[config.mk]
export PLATFORM = sky130hd
export DESIGN_NAME = alu_flag_stack
export DESIGN_NICKNAME = d
export VERILOG_FILES = /design/src/rtl/alu_flag_stack.sv
export SDC_FILE = /design/constraint.sdc
export NUM_CORES = 1
export LEC_CHECK = 0
export BUFFER_PORTS_ARGS = -buffer_cell sky130_fd_sc_hd__buf_2
export CORE_MARGIN = 4
export CORE_UTILIZATION = 54
export DETAILED_ROUTE_END_ITERATION = 12
export PLACE_DENSITY = 0.73
export SLEW_MARGIN = 30
export SYNTH_ARGS = -nofsm -noshare
export SYNTH_HDL_FRONTEND = slang
export SYNTH_SLANG_ARGS = --single-unit
export TNS_END_PERCENT = 50
[constraint.sdc]
create_clock -name clk -period 1.85 [get_ports clk]
set_input_delay 0.37 -clock clk [delete_from_list [all_inputs] [get_ports clk]]
set_output_delay 0.37 -clock clk [all_outputs]
set_load 0.01 [all_outputs]
[src/rtl/alu_flag_stack.sv]
// Save/restore stack for the ALU condition flags and the interrupt-enable bit.
// Push is single-cycle; pop reads synchronously and then issues a one-cycle restore strobe.
module alu_flag_stack #(
  parameter int DEPTH = 16,
  parameter int CNT_W = 5
) (
  input  logic             clk,
  input  logic             rst,
  input  logic             push,
  input  logic             pop,
  input  logic             flag_z,
  input  logic             flag_c,
  input  logic             flag_n,
  input  logic             flag_v,
  input  logic             ie_in,
  output logic [3:0]       flag_dout,
  output logic             flag_wr,
  output logic             ie_dout,
  output logic             ie_wr,
  output logic             busy,
  output logic [CNT_W-1:0] level,
  output logic             empty,
  output logic             full,
  input  logic             err_clr,
  output logic             ovf_err,
  output logic             unf_err,
  output logic             proto_err
);

  localparam int AW     = (DEPTH > 1) ? $clog2(DEPTH) : 1;
  localparam int Z_FLAG = 0;
  localparam int C_FLAG = 1;
  localparam int N_FLAG = 2;
  localparam int V_FLAG = 3;

  typedef enum logic [1:0] {IDLE, RD, WR} state_t;

  state_t           state, state_nxt;
  logic [4:0]       mem [DEPTH];
  logic [AW-1:0]    rd_addr_p0;
  logic [4:0]       rd_data_p1;
  logic             do_push, do_pop;
  logic             ovf_set, unf_set, proto_set;
  logic [CNT_W-1:0] level_nxt;

  // Requests are only honoured in IDLE; a simultaneous push is dropped in favour of the pop.
  always_comb begin
    state_nxt = state;
    do_push   = 1'b0;
    do_pop    = 1'b0;
    ovf_set   = 1'b0;
    unf_set   = 1'b0;
    proto_set = 1'b0;
    level_nxt = level;
    busy      = 1'b0;
    flag_wr   = 1'b0;
    ie_wr     = 1'b0;
    case (state)
      IDLE: begin
        if (pop) begin
          proto_set = push;
          if (empty) begin
            unf_set = 1'b1;
          end else begin
            do_pop    = 1'b1;
            level_nxt = level - CNT_W'(1);
            state_nxt = RD;
          end
        end else if (push) begin
          if (full) begin
            ovf_set = 1'b1;
          end else begin
            do_push   = 1'b1;
            level_nxt = level + CNT_W'(1);
          end
        end
      end
      RD: begin
        busy      = 1'b1;
        proto_set = push | pop;
        state_nxt = WR;
      end
      WR: begin
        busy      = 1'b1;
        flag_wr   = 1'b1;
        ie_wr     = 1'b1;
        proto_set = push | pop;
        state_nxt = IDLE;
      end
      default: state_nxt = IDLE;
    endcase
  end

  always_ff @(posedge clk) begin
    if (rst) begin
      state     <= IDLE;
      level     <= '0;
      empty     <= 1'b1;
      full      <= 1'b0;
      ovf_err   <= 1'b0;
      unf_err   <= 1'b0;
      proto_err <= 1'b0;
    end else begin
      state     <= state_nxt;
      level     <= level_nxt;
      empty     <= (level_nxt == '0);
      full      <= (level_nxt == CNT_W'(DEPTH));
      ovf_err   <= (ovf_err & ~err_clr) | ovf_set;
      unf_err   <= (unf_err & ~err_clr) | unf_set;
      proto_err <= (proto_err & ~err_clr) | proto_set;
    end
  end

  // Stage p0: write on push, latch the top-of-stack address on pop.
  always_ff @(posedge clk) begin
    if (do_push)
      mem[level[AW-1:0]] <= {ie_in, flag_v, flag_n, flag_c, flag_z};
    if (do_pop)
      rd_addr_p0 <= level[AW-1:0] - AW'(1);
  end

  // Stage p1: synchronous read; the register holds the restored entry until the next pop.
  always_ff @(posedge clk) begin
    if (rst)
      rd_data_p1 <= '0;
    else if (state == RD)
      rd_data_p1 <= mem[rd_addr_p0];
  end

  assign flag_dout[Z_FLAG] = rd_data_p1[0];
  assign flag_dout[C_FLAG] = rd_data_p1[1];
  assign flag_dout[N_FLAG] = rd_data_p1[2];
  assign flag_dout[V_FLAG] = rd_data_p1[3];
  assign ie_dout           = rd_data_p1[4];

endmodule

* After elaboration in Yosys (flattened, before gate mapping)
Memories as Yosys holds them, arrays and structs flattened. A register that Yosys moved wholly into a read port is not among the register bits.
Index checks and enable logic that the tools add are counted.
** Word-level totals
- Flip-flop bits (word level) :: 16
- Memory bits (writable) :: 80
- Input port bits :: 10
- Output and inout bits :: 18
- Logic and storage cells :: 57
- Memories kept :: 1
** Memories
- mem :: words 16, bits a word 5, rd ports 1, clocked after memory_dff 1, write ports 1, RTL line 39 : logic [4:0] mem [DEPTH];
** Cells by class
- Add/subtract/negate cells :: 3
- Equal/unequal tests :: 5
- Multiplexer cells :: 28
- Bitwise gates (word level) :: 8
- Reduce and logical (&&, ||, !) cells :: 4
** Operator list (number)
- 5-bit two-way mux :: 5
- 1-bit two-way mux :: 19
- 5-bit by 1-bit adder with 5-bit output (second input constant) :: 1
- 5-bit equality test (second input constant) :: 1
- 5-bit zero test :: 1
- 5-bit by 1-bit subtractor with 5-bit output (second input constant) :: 1
- 2-bit two-way mux :: 2
- 2-bit != test (second input constant) :: 2
- 1-bit OR :: 4
- 2-bit case mux with 2 select lines :: 1
- 4-bit by 1-bit subtractor with 4-bit output (second input constant) :: 1
- 1-bit AND :: 3
- 2-bit by 1-bit equality test with 1-bit output (second input constant) :: 1
- 2-bit equality test (second input constant) :: 1
- 2-bit zero test :: 1
- 1-bit case mux with 2 select lines :: 1
- 2-bit AND reduction :: 1
- 2-bit OR reduction :: 1
- 1-bit inverter :: 1

* Longest topological paths before layout
- Depth after elaboration :: 6
- Mapped depth :: 8
- Mapped depth without buffers :: 7

* Least setup slack after synthesis
No wires, ideal clock.
- Path kind :: reg-to-reg
- From :: register state[0]
- To :: memory mem[0][0] (enable)
- Library setup time :: 339 ps
- Arrival time :: 1576 ps
- Required time :: 1511 ps
- Path slack :: -65 ps
- Cell stages (with the launch flop) :: 8
- Buffers on the path :: 2
- Clock period less this slack :: 1915 ps
- Path through :: dfxtp_1 inv_1 ha_1 buf_4 nor4bb_1 clkbuf_1 nand2_1 nor2_1
** Between the ends
- Longest elaborated chain between the ends :: 4
** RTL lines
- start, declared :: RTL line 38 : state_t state, state_nxt;
- start signal, assigned :: RTL line 104 : state <= state_nxt;
- 2-bit zero test :: RTL line 58 : case (state)
- 1-bit two-way mux :: RTL line 58
- 1-bit two-way mux :: RTL line 116 : if (do_push)
- 1-bit two-way mux (implied by the code) :: RTL line 117 : mem[level[AW-1:0]] <= {ie_in, flag_v, flag_n, flag_c, flag_z};
- end, declared :: RTL line 39
No other way between the ends.

==> impl_metrics.yaml <==
outcome:
  outcome: "finished, final reports clean"
global_route:
  grt_pass1_vias: 2394
  grt_start_max_net_pins: 17
  antenna_found_initial: 0
  grt_usage_pct: 19.9
  grt-ovfl-total: 0
  grt_pass1_wl_mm: 13.1
clock_network:
  numCtsBuffers: 9
  clk_latency_ps: 360
  cts.path.max_buffers: 2
  tritoncts: "done"
  clockRootBuffer: "clkbuf_8"
  cts_hold_buf: 0
  cts_sinks: 101
  cts_max_level: 3
  clk_pin_slew_ps: 100
critical_path:
  start_kind: "flop"
  crit_type: "flop to flop"
  reg2regPathDepth: 6
  cpLargestDelayFamily: "multiplexers"
  crit_path_max_fanout: 12
  critical_path_arrival_ps: 2010
  critical_path.endpoint_type: "flop"
  cp.depth: 6
  crit_required_ps: 2090
  crit_chain: "buf_12, buf_8, mux4_2, nand3_1, a31oi_1, a31o_2"
  slowest_stage: "mux4_2"
  path_buf_inv: 2
  slowest_delay_ps: 500
synthesis:
  synth_cell_type_count: 47
  yosys.area_share.simple_pct: 8.30
  ys_warn_count: 0
  synth_nets: 280
  synth_edf_count: 84
  synth_area_um2: 4190
  ys_ff_latch: 101
  postSynthCellCount: 261
  synthArstFlopShare_pct: 0
  synth_compound_area_share_pct: 6.09
  synth_fa_ha_area_share_pct: 2.69
  synth-xor-area-share_pct: 0.836
  muxShareOfSynthArea_pct: 11.2
  synth.avg_cell_area_um2: 16.0
  yosysSeqAreaShare_pct: 68.3
  synth_top_family_by_area: "multiplexers"
  synth_ff_type: "edfxtp_1"
pwr:
  power_density_nw_per_um2: 1110
  switching_share_pct: 29.5
  internal_power_mw: 3.86
  power_mw: 5.47
  combPwrFrac_pct: 27.3
  pwr-share-seq_pct: 51.2
  pwr-share-clk_pct: 21.6
  ir_worst_vdd_v: 0.000659
  p_switching_mw: 1.61
  leakagePower_nw: 1.76
sta:
  fin_ws_ps: 83.6
  final.setup_skew_ps: 13.2
  setup_viol: 0
  hold_violations: 0
  drv_slew: 0
  slew_headroom_pct: 75.5
  finalCriticalPeriod_ps: 1770
  finalCritPeriodShare_pct: 95.5
  tns_ps: 0
  tightest_slew_ps: 364
  fmax_ghz: 0.566
final_layout:
  fin_cells: 428
  layout_common_cells: "84 x edfxtp_1, 34 x buf_4, 27 x buf_2"
  antenna_cells: 0
  final_common_cell: "edfxtp_1"
  synthToLayoutAreaGrowth_pct: 17.4
  layout-drive-gt1-share_pct: 36.2
  nets: 343
  n_fill_cell: 509
  finish.utilization_pct: 66.4
die:
  start_util_pct: 56.5
  core-area_um2: 7410
  die_x_um: 96.1
  die_h_um: 96.1
  io-pin-count: 28
  dieArea_um2: 9230
  num_rows: 31
detailed_routing:
  viasPerCell: 5.63
  first_pass_iters: 4
  vias: 2409
  ant_nets: 0
  drt_iter0_markers: 143
  wl_per_cell_um: 19.5
  post-route-drc-count: 0
  wl_mm: 8.33
placed_design:
  hpwl_mm: 6.03
  gp_congestion: 0.835
  place_inst: 410
  place_ws_ps: -60.4
  io_buffer_count: 27
flow_run:
  max_cap_viol_count: 0
worst_hold_path:
  hp-class: "input port to flop"
  holdPathStages: 2
power by group through the flow:
stage          registers [mW]  logic, mW  clock network, mW
2_1_floorplan            2.84      0.884                  0
3_3_place_gp             2.85       1.36                  0
3_5_place_dp             2.86       1.38                  0
4_1_cts                  2.80       1.45               1.22
5_1_grt                  2.82       1.63               1.34
6_report                 2.80       1.49               1.18
logic make-up after synthesis:
kind of cell	count (synthesis)
flip-flops	101
AND/OR/NAND/NOR	67
AO/OA/AOI/OAI	34
buffers and inverters	24
multiplexers	22
adder cells (fa/ha/maj)	9
XOR/XNOR	4
sequential cells by signal (all words and copies together), names as in the netlist:
register    flops
ovf_err         1
level           5
state           2
rd_addr_p0      4
proto_err       1
full            1
empty           1
unf_err         1
rd_data_p1      5
mem            80
routing by layer:
metal	up-vias	GRT usage, %	routed length [um]
met3	5	4.46	451
met4	0	5.33	58
li1	1135	-	-
met5	-	0	0
met1	1204	28.6	3640
met2	65	30.8	4170
per-stage QoR:
stage | cell area [um2] | hold WS (ps)
floorplan | 4190 | 469
global placement | 4660 | 464
detailed placement | 4660 | 481
CTS | 4880 | 325
global route | 4920 | 353
finish | 4920 | 356
synthesized netlist by cell type, drive strengths merged, types with 2 or more instances:
cell      n  area (um2)
edfxtp   84        2520
nor2     24        90.1
mux4     20         450
dfxtp    17         340
inv      12        45.0
nand2    11        41.3
ha        9         113
a22oi     7        52.6
buf       7        41.3
nand3     7        35.0
a31o      5        43.8
a31oi     5        31.3
clkbuf    5        18.8
nand2b    4        25.0
nor2b     3        18.8
o21ai     3        15.0
or2       3        18.8
xor2      3        26.3
a21oi     2        10.0
and2      2        12.5
mux2i     2        20.0
nand3b    2        15.0
nor4      2        12.5
nor4bb    2        20.0
o211ai    2        15.0
o2bb2ai   2        17.5
path summary, 6_finish.rpt:
path	from	endpoint	slack, ps
hold / removal	rst	unf_err$_SDFF_PP0_	360
hold reg to reg	unf_err$_SDFF_PP0_	unf_err$_SDFF_PP0_	500
setup / recovery	rd_addr_p0[0]$_DFFE_PP_	rd_data_p1[2]$_SDFFE_PP0N_	80
setup reg to reg	rd_addr_p0[0]$_DFFE_PP_	rd_data_p1[2]$_SDFFE_PP0N_	80
what timing repair did:
action                                  CTS  global route
pin swaps                                 0             2
setup buffers                             2             0
endpoints found under the setup margin   60            64
resized for setup                         5            11
final cells by class:
type                       count  area, um2  area share [%]
clock buffer                  11        131            2.67
clock inverter                 5       36.3           0.738
inverter                      12       45.0           0.916
multi-input combinational    136       1270            25.9
sequential                   101       2860            58.2
tap                           99        124            2.52
timing repair buffer          64        445            9.06
(Power assumes the default switching activity.)
